### src/rtl/cam_pkg.sv
// Shared camera-path definitions.
// Used by the capture, control_RAM and mask stages.
package cam_pkg;

  localparam int CAM_WIDTH  = 320;
  localparam int CAM_HEIGHT = 240;
  localparam int COL_W      = 9;
  localparam int ROW_W      = 8;

  typedef enum logic [1:0] {
    WAIT_VS_HIGH,
    WAIT_VS_LOW,
    ACTIVE
  } cap_state_t;

endpackage

### src/rtl/sync_edge.sv
// Two-flop synchronizer with a third stage
// for rise/fall detection in the clk domain.
module sync_edge (
  input  logic clk,
  input  logic rst,
  input  logic din,
  output logic level,
  output logic rise,
  output logic fall
);

  logic s1, s2, s3;

  // Synchronizer chain plus edge-history flop
  always_ff @(posedge clk or posedge rst) begin
    if (rst) begin
      s1 <= 1'b0;
      s2 <= 1'b0;
      s3 <= 1'b0;
    end else begin
      s1 <= din;
      s2 <= s1;
      s3 <= s2;
    end
  end

  assign level = s2;
  assign rise  = s2 & ~s3;
  assign fall  = ~s2 & s3;

endmodule

### src/rtl/ov7670_capture.sv
// OV7670 parallel-bus capture: keeps the Y byte
// of each pair and tags it with col/row/markers.
module ov7670_capture
  import cam_pkg::*;
#(
  parameter int WIDTH   = CAM_WIDTH,
  parameter int HEIGHT  = CAM_HEIGHT,
  parameter bit Y_FIRST = 1'b1
) (
  input  logic             clk,
  input  logic             rst,
  input  logic             PCLK,
  input  logic             Href,
  input  logic             VSYNC,
  input  logic [7:0]       in_pixel,
  output logic             pix_valid,
  output logic [7:0]       pix_y,
  output logic [COL_W-1:0] col,
  output logic [ROW_W-1:0] row,
  output logic             sof,
  output logic             eol,
  output logic             eof,
  output logic             line_err
);

  localparam logic [COL_W-1:0] W_L = COL_W'(WIDTH);
  localparam logic [ROW_W-1:0] H_L = ROW_W'(HEIGHT);
  localparam logic Y_PH = ~Y_FIRST;

  logic pclk_lvl, pclk_rise, pclk_fall;
  logic href_lvl, href_rise, href_fall;
  logic vs_lvl, vs_rise, vs_fall;
  logic unused_pclk;
  logic [7:0] d1, d2;

  sync_edge u_pclk (
    .clk(clk), .rst(rst), .din(PCLK),
    .level(pclk_lvl), .rise(pclk_rise),
    .fall(pclk_fall)
  );

  sync_edge u_href (
    .clk(clk), .rst(rst), .din(Href),
    .level(href_lvl), .rise(href_rise),
    .fall(href_fall)
  );

  sync_edge u_vs (
    .clk(clk), .rst(rst), .din(VSYNC),
    .level(vs_lvl), .rise(vs_rise),
    .fall(vs_fall)
  );

  assign unused_pclk = pclk_lvl ^ pclk_fall;

  // Data bus rides the same 2-flop depth as PCLK
  always_ff @(posedge clk or posedge rst) begin
    if (rst) begin
      d1 <= '0;
      d2 <= '0;
    end else begin
      d1 <= in_pixel;
      d2 <= d1;
    end
  end

  cap_state_t state, state_nx;
  logic [COL_W-1:0] col_cnt, col_eff;
  logic [ROW_W-1:0] row_cnt;
  logic phase, ph_eff, in_line, sof_arm;
  logic active, vs_end, line_start, line_ok;
  logic y_ev, take, over, line_end, err_set;

  // Frame-level FSM register
  always_ff @(posedge clk or posedge rst) begin
    if (rst) state <= WAIT_VS_HIGH;
    else     state <= state_nx;
  end

  // Next state: only start after a full VSYNC pulse
  always_comb begin
    state_nx = state;
    unique case (state)
      WAIT_VS_HIGH: if (vs_lvl)  state_nx = WAIT_VS_LOW;
      WAIT_VS_LOW:  if (vs_fall) state_nx = ACTIVE;
      ACTIVE:       if (vs_rise) state_nx = WAIT_VS_LOW;
      default:      state_nx = WAIT_VS_HIGH;
    endcase
  end

  // Event decode: Href/VSYNC edges win over PCLK
  always_comb begin
    active     = (state == ACTIVE);
    vs_end     = active & vs_rise;
    line_start = active & href_rise & ~vs_rise;
    line_ok    = line_start ? (row_cnt < H_L) : in_line;
    col_eff    = line_start ? '0 : col_cnt;
    ph_eff     = href_rise ? 1'b0 : phase;
    y_ev       = active & ~vs_rise & pclk_rise
               & href_lvl & line_ok & (ph_eff == Y_PH);
    take       = y_ev & (col_eff < W_L);
    over       = y_ev & ~take;
    line_end   = active & ~vs_rise & href_fall & in_line;
    err_set    = over
               | (line_end & (col_cnt != W_L))
               | (line_start & (row_cnt >= H_L))
               | (vs_end & ((row_cnt != H_L)
                            | href_lvl | in_line));
  end

  // Counters, byte phase and registered outputs
  always_ff @(posedge clk or posedge rst) begin
    if (rst) begin
      pix_valid <= 1'b0;
      pix_y     <= '0;
      col       <= '0;
      row       <= '0;
      sof       <= 1'b0;
      eol       <= 1'b0;
      eof       <= 1'b0;
      line_err  <= 1'b0;
      col_cnt   <= '0;
      row_cnt   <= '0;
      phase     <= 1'b0;
      in_line   <= 1'b0;
      sof_arm   <= 1'b0;
    end else begin
      pix_valid <= take;
      sof       <= take & sof_arm;
      eol       <= line_end;
      eof       <= vs_end;
      if (pclk_rise && href_lvl) phase <= ~ph_eff;
      else if (href_rise)        phase <= 1'b0;
      if (line_start) begin
        col_cnt <= '0;
        in_line <= (row_cnt < H_L);
      end
      if (take) begin
        col_cnt <= col_eff + COL_W'(1);
        pix_y   <= d2;
        col     <= col_eff;
        row     <= row_cnt;
        sof_arm <= 1'b0;
      end
      if (line_end) begin
        in_line <= 1'b0;
        row_cnt <= row_cnt + ROW_W'(1);
      end
      if (vs_end) in_line <= 1'b0;
      if (state == WAIT_VS_LOW && vs_fall) begin
        row_cnt <= '0;
        sof_arm <= 1'b1;
        in_line <= 1'b0;
      end
      if (err_set)             line_err <= 1'b1;
      else if (take && sof_arm) line_err <= 1'b0;
    end
  end

endmodule

### config.mk
export PLATFORM = sky130hd
export DESIGN_NAME = ov7670_capture
export DESIGN_NICKNAME = d
export VERILOG_FILES = /design/src/rtl/cam_pkg.sv /design/src/rtl/sync_edge.sv /design/src/rtl/ov7670_capture.sv
export SDC_FILE = /design/constraint.sdc
export NUM_CORES = 1
export LEC_CHECK = 0
export CORE_AREA = 2 2 78 80
export DETAILED_ROUTE_END_ITERATION = 7
export DIE_AREA = 0 0 80 82
export GPL_TIMING_DRIVEN = 0
export PLACE_DENSITY = 0.77
export SKIP_LAST_GASP = 1
export SLEW_MARGIN = 20
export SYNTH_ARGS = -nofsm -noshare
export SYNTH_HDL_FRONTEND = slang
export SYNTH_SLANG_ARGS = --single-unit
### constraint.sdc
create_clock -name clk -period 3.1 [get_ports clk]
set_input_delay 0.62 -clock clk [delete_from_list [all_inputs] [get_ports clk]]
set_output_delay 0.62 -clock clk [all_outputs]
set_load 0.005 [all_outputs]
* Yosys cells after proc, flatten, opt, wreduce, memory -nomap -nowiden
Index checks and enable logic that the tools add are counted.
** Storage, ports and cells
- Register bits :: 77
- Latch bits :: 0
- Memory bits (writable) :: 0
- Bits in read-only memories :: 0
- Input bits :: 13
- Output and inout bits :: 30
- Word-level logic and storage cells :: 97
- Memories kept :: 0
** Cells by class
- Add/subtract/negate cells :: 2
- Multipliers :: 0
- Divide/modulo/power cells :: 0
- $lt $le $gt $ge :: 3
- Eq/ne operators :: 7
- Shifts and indexed selects :: 0
- Multiplexer cells :: 18
- Bitwise gates (word level) :: 34
- Reduce and logical (&&, ||, !) cells :: 8
** Operator list (number)
- 1-bit AND :: 21
- 9-bit two-way mux :: 2
- 8-bit two-way mux :: 2
- 1-bit two-way mux :: 10
- 9-bit by 1-bit adder with 9-bit output, second input constant :: 1
- 9-bit < comparator, second input constant :: 1
- 9-bit inequality test, second input constant :: 1
- 8-bit by 1-bit adder with 8-bit output, second input constant :: 1
- 8-bit >= comparator, second input constant :: 1
- 8-bit < comparator, second input constant :: 1
- 8-bit inequality test, second input constant :: 1
- 1-bit NOT :: 8
- 2-bit two-way mux :: 3
- 2-bit case mux with 3 select lines :: 1
- 2-bit nonzero test :: 3
- 1-bit bitwise OR :: 5
- 2-bit inequality test, second input constant :: 2
- 1-bit logical AND :: 3
- 3-bit AND reduction :: 1
- 2-bit by 1-bit equality test with 1-bit output, second input constant :: 1
- 2-bit equality test, second input constant :: 1
- 2-bit zero test :: 1
- 2-bit by 1-bit inequality test with 1-bit output, second input constant :: 1

* Depth between registers and ports, before layout
- Depth after elaboration :: 15
- Gate-level depth with buffers :: 6
- Mapped depth without buffers :: 6

* Modules after synthesis
From an unflattened synthesis, not the netlist that was laid out.
** Unflattened totals
- Cells, all modules :: 241
- Area total of the unflattened synthesis :: 3062.9 um^2
** Modules (own cells, without submodules)
- ov7670_capture :: times used 1, cells an instance 223, area each 2781.4 um^2
- sync_edge :: times used 3, cells an instance 6, area each 93.8 um^2

* Least setup slack after synthesis
No wires, ideal clock.
- Path kind :: reg2reg
- Start point :: register u_href.s3
- End point :: register col[0]
- Setup time :: 0.125 ns
- Arrival time :: 1.757 ns
- Setup slack :: 1.218 ns
- Cell stages (with the launch flop) :: 6
- Clock period less this slack :: 1.882 ns
- Cell sequence :: dfrtp_1 -> and2b_1 -> nand3_1 -> a2111oi_4 -> buf_4 -> mux2_2
** On the way
- Word-level cells in the longest chain between the ends :: 8
- Elaborated cells on any way between the ends :: 12
- Classes of those cells :: 1 x order compare; 3 x mux; 8 x bitwise
** Ends and longest elaborated chain
- start: declaration :: RTL line sync_edge.sv:12 : logic s1, s2, s3;
- start signal: assignment :: RTL line sync_edge.sv:19 : s3 <= 1'b0;
- start signal: assignment :: RTL line sync_edge.sv:23 : s3 <= s2;
- 1-bit NOT (*) :: RTL line sync_edge.sv:28 : assign rise = s2 & ~s3;
- 1-bit AND (*) :: RTL line sync_edge.sv:28
- parallel branches: the longest is 6 deep, another holds 9-bit < comparator
- end signal: assignment :: RTL line ov7670_capture.sv:141 : col <= col_eff;
- end: declaration :: RTL line ov7670_capture.sv:18 : output logic [COL_W-1:0] col,
Every way passes the cells marked *.
A chain may end at the register's enable or synchronous reset.

* Worst setup path in the final report
- Start point :: register u_href.s3
- End point :: register pix_y[1]
** On the way
- Word-level cells in the longest chain between the ends :: 8
- Elaborated cells on any way between the ends :: 12
- Classes of those cells :: 1 x order compare; 3 x mux; 8 x bitwise
** Ends and longest elaborated chain
- 1-bit NOT (*) :: RTL line sync_edge.sv:28
- 1-bit AND (*) :: RTL line sync_edge.sv:28
- parallel branches: the longest is 5 deep, another holds 9-bit < comparator
- 1-bit AND (*) :: RTL line ov7670_capture.sv:101 : take = y_ev & (col_eff < W_L);
- end signal: assignment :: RTL line ov7670_capture.sv:115 : pix_y <= '0;
- end signal: assignment :: RTL line ov7670_capture.sv:140 : pix_y <= d2;
- end: declaration :: RTL line ov7670_capture.sv:17 : output logic [7:0] pix_y,
Marks and branches as above.

==> flow_summary.yaml <==
outcome:
  status: "finished, final reports clean"
global_routing:
  grt_pass1_vias: 1869
  grt_max_degree: 45
  antenna_found_initial: 0
  grt.overflow.total: 0
  grt_pass1_wl_um: 8769
  globalRouteTotalUtil_pct: 17.97
worst_setup_path:
  path_max_fanout: 10
  crit_arrival_ps: 2330
  crit_path_end_kind: "register"
  timing.rr.start: "u_href.s3$_DFF_PP0_"
  crit_type: "register to register"
  crit_required_ps: 3340
  worstSetupStartpoint: "u_href.s3$_DFF_PP0_"
  critPathLaunchType: "register"
power:
  pwr-share-comb_pct: 6.5
  seqPwrFrac_pct: 51.9
  powerDensity_nw_per_um2: 554.6
  power.leakage_nw: 1.714
  p_sw_mw: 0.4435
  p_int_mw: 1.622
  vdd_drop_max_mv: 0.3716
  pwr-share-clk_pct: 41.5
  swShare_pct: 21.47
clocking:
  ctsLongestPathBuffers: 2
  clk_pin_slew_ps: 80
  cts_tree: "built"
  post_cts_resized: 0
  insertion_delay_ps: 350
  clock_sinks: 77
  cts_htree_levels: 3
  clock-root-buffer: "clkbuf_8"
  postCtsSetupRepairBufs: 0
  holdBufCountCts: 0
  cts_buffers: 9
finish:
  drive_gt1_share_pct: 15.38
  final_common_cell: "dfrtp_1"
  fin_cells: 361
  final_cell_mix: "dfrtp_1, clkdlybuf4s50_1, mux2_2, nor2_1, nand2_1"
  final_cell_area_um2: 3725
  fill_cells: 459
  syn_to_final_growth_pct: 26.09
  nets: 297
  antennaDiodeCount: 0
yosys:
  yosysTopAreaCell: "dfrtp_1"
  ys_warn_count: 0
  yosys_register_bits: 77
  ys_seq_area_share_pct: 65.23
  avgSynthCellArea_um2: 13.01
  syn_nets: 243
  synthCells: 227
  yosys.cell_types.count: 35
  syn_area_um2: 2954
  synth_area_leaders: "dfrtp_1, mux2_2, xor2_1"
  synth_top_area_share_pct: 65.23
sta:
  hold_viol_final: 0
  worst_pin_slew_ps: 527.9
  final.setup_skew_ps: 8.751
  slew_viol_final: 0
  setup_violations: 0
  max_slew_margin_pct: 64.53
  hold-worst-slack_ps: 350.3
  finalCriticalPeriod_ps: 2086
  finalCritPeriodShare_pct: 67.29
  max_freq_mhz: 479.4
  rsz0062_at_grt: "no"
routing:
  drtPass1Iterations: 4
  antenna_left: 0
  drt_iter0_markers: 175
  drc: 0
  vias: 1852
  drt_wl_total_um: 4967
  viasPerCell: 5.130
  wl_per_cell_um: 13.76
hold_path:
  hold_path_class: "register to register"
  hp-start: "d1[6]$_DFF_PP0_"
placement:
  placedCellCount: 345
  portBuffers: 42
  dpl-instance-area_um2: 3491
  gp_routability_congestion: 0.7976
  hpwl_um: 3372
die:
  std_cell_rows: 28
  coreArea_um2: 5746
  io_pins: 43
  die_height_um: 82
  die_width_um: 80
  dieArea_um2: 6560
  start_util_pct: 51.42
flow_run:
  maxCapViolCount: 0
registers in the layout (all words and copies together), names as in the netlist, 2 cells and up:
signal and flops:
d1 8, row 8, row_cnt 8, d2 8
pix_y 8, col 9, col_cnt 9, state 2
worst max-delay path, stage by stage (launching register included):
cell and delay, ps:
dfrtp_1 410, and2b_1 250, nand3_1 240, a2111oi_4 460
buf_4 270, mux2_2 350
logic make-up after synthesis:
kind of cell / share of synthesized area (%)
AOI/OAI and AO/OA: 5.506
xor gates and xnor gates: 2.669
adders and majority gates: 1.271
buffers and inverters: 2.584
DFF: 65.23
muxes: 8.598
and+or+nand+nor: 14.15
layout make-up:
type	instances	area, um2	area share (%)
Multi-Input combinational cell	135	950.9	25.53
Timing Repair Buffer	43	440.4	11.82
Tap cell	75	93.84	2.519
Buffer	7	46.29	1.243
Clock buffer	11	151.4	4.064
Inverter	8	32.53	0.8734
Sequential cell	77	1927	51.73
Clock inverter	5	82.58	2.217
power by group through the flow:
stage | sequential (mW) | clock [mW] | combinational, mW
after floorplan | 1.09 | 0 | 0.0687
after global placement | 1.09 | 0 | 0.131
after detailed placement | 1.09 | 0 | 0.138
after CTS | 1.07 | 0.874 | 0.138
after global routing | 1.08 | 0.916 | 0.152
final | 1.07 | 0.858 | 0.135
Yosys cell counts:
cell type	n
nand3b_1	1
clkbuf_1	2
and2_1	6
nor2_1	15
a41o_1	1
a21oi_1	3
xor2_1	8
o21ai_0	10
o21a_1	2
nor3_1	4
buf_6	1
mux2i_1	4
nand4b_1	2
and2b_1	1
buf_4	3
o22ai_1	1
mux2_2	19
a31oi_1	2
a21o_1	1
a21bo_2	1
nand4_1	8
and4_1	2
nand3_1	5
and3_1	5
nand2_1	14
nand2b_1	10
buf_2	1
nor4b_1	3
dfrtp_1	77
ha_1	3
a2111oi_4	1
inv_1	8
a41oi_1	1
xnor2_1	1
nor2b_1	1
routing by layer:
layer | GRT usage [%] | vias up | wire (um)
met5 | 0 | - | 0
met4 | 7.627 | 0 | 57
met3 | 5.824 | 8 | 276
met2 | 27.50 | 54 | 2315
met1 | 23.78 | 902 | 2318
li1 | - | 888 | -
path summary, 6_finish.rpt:
| check | endpoint | slack [ps] | cells after the start |
|---|---|---|---|
| max | pix_y[1]$_DFFE_PP0P_ | 1010 | 5 |
| min | d2[6]$_DFF_PP0_ | 350 | 0 |
| max reg2reg | pix_y[1]$_DFFE_PP0P_ | 1010 | 5 |
| min reg2reg | d2[6]$_DFF_PP0_ | 350 | 0 |
| max in group asynchronous | row_cnt[1]$_DFFE_PP0P_ | 1920 | 3 |
| min in group asynchronous | col[5]$_DFFE_PP0P_ | 620 | 2 |
through the flow:
stage / worst slack (ps) / TNS (ps) / utilization [%] / total power [mW]
after floorplan: 513.3 / 0 / - / 1.157
after global placement: -617.7 / -47360 / 60.37 / 1.223
after detailed placement: 1014 / 0 / 60.76 / 1.231
after CTS: 994.8 / 0 / 64.83 / 2.086
after global routing: 859.8 / 0 / 64.83 / 2.147
final: 1014 / 0 / 64.83 / 2.066
Power figures use the tool's default switching activity.
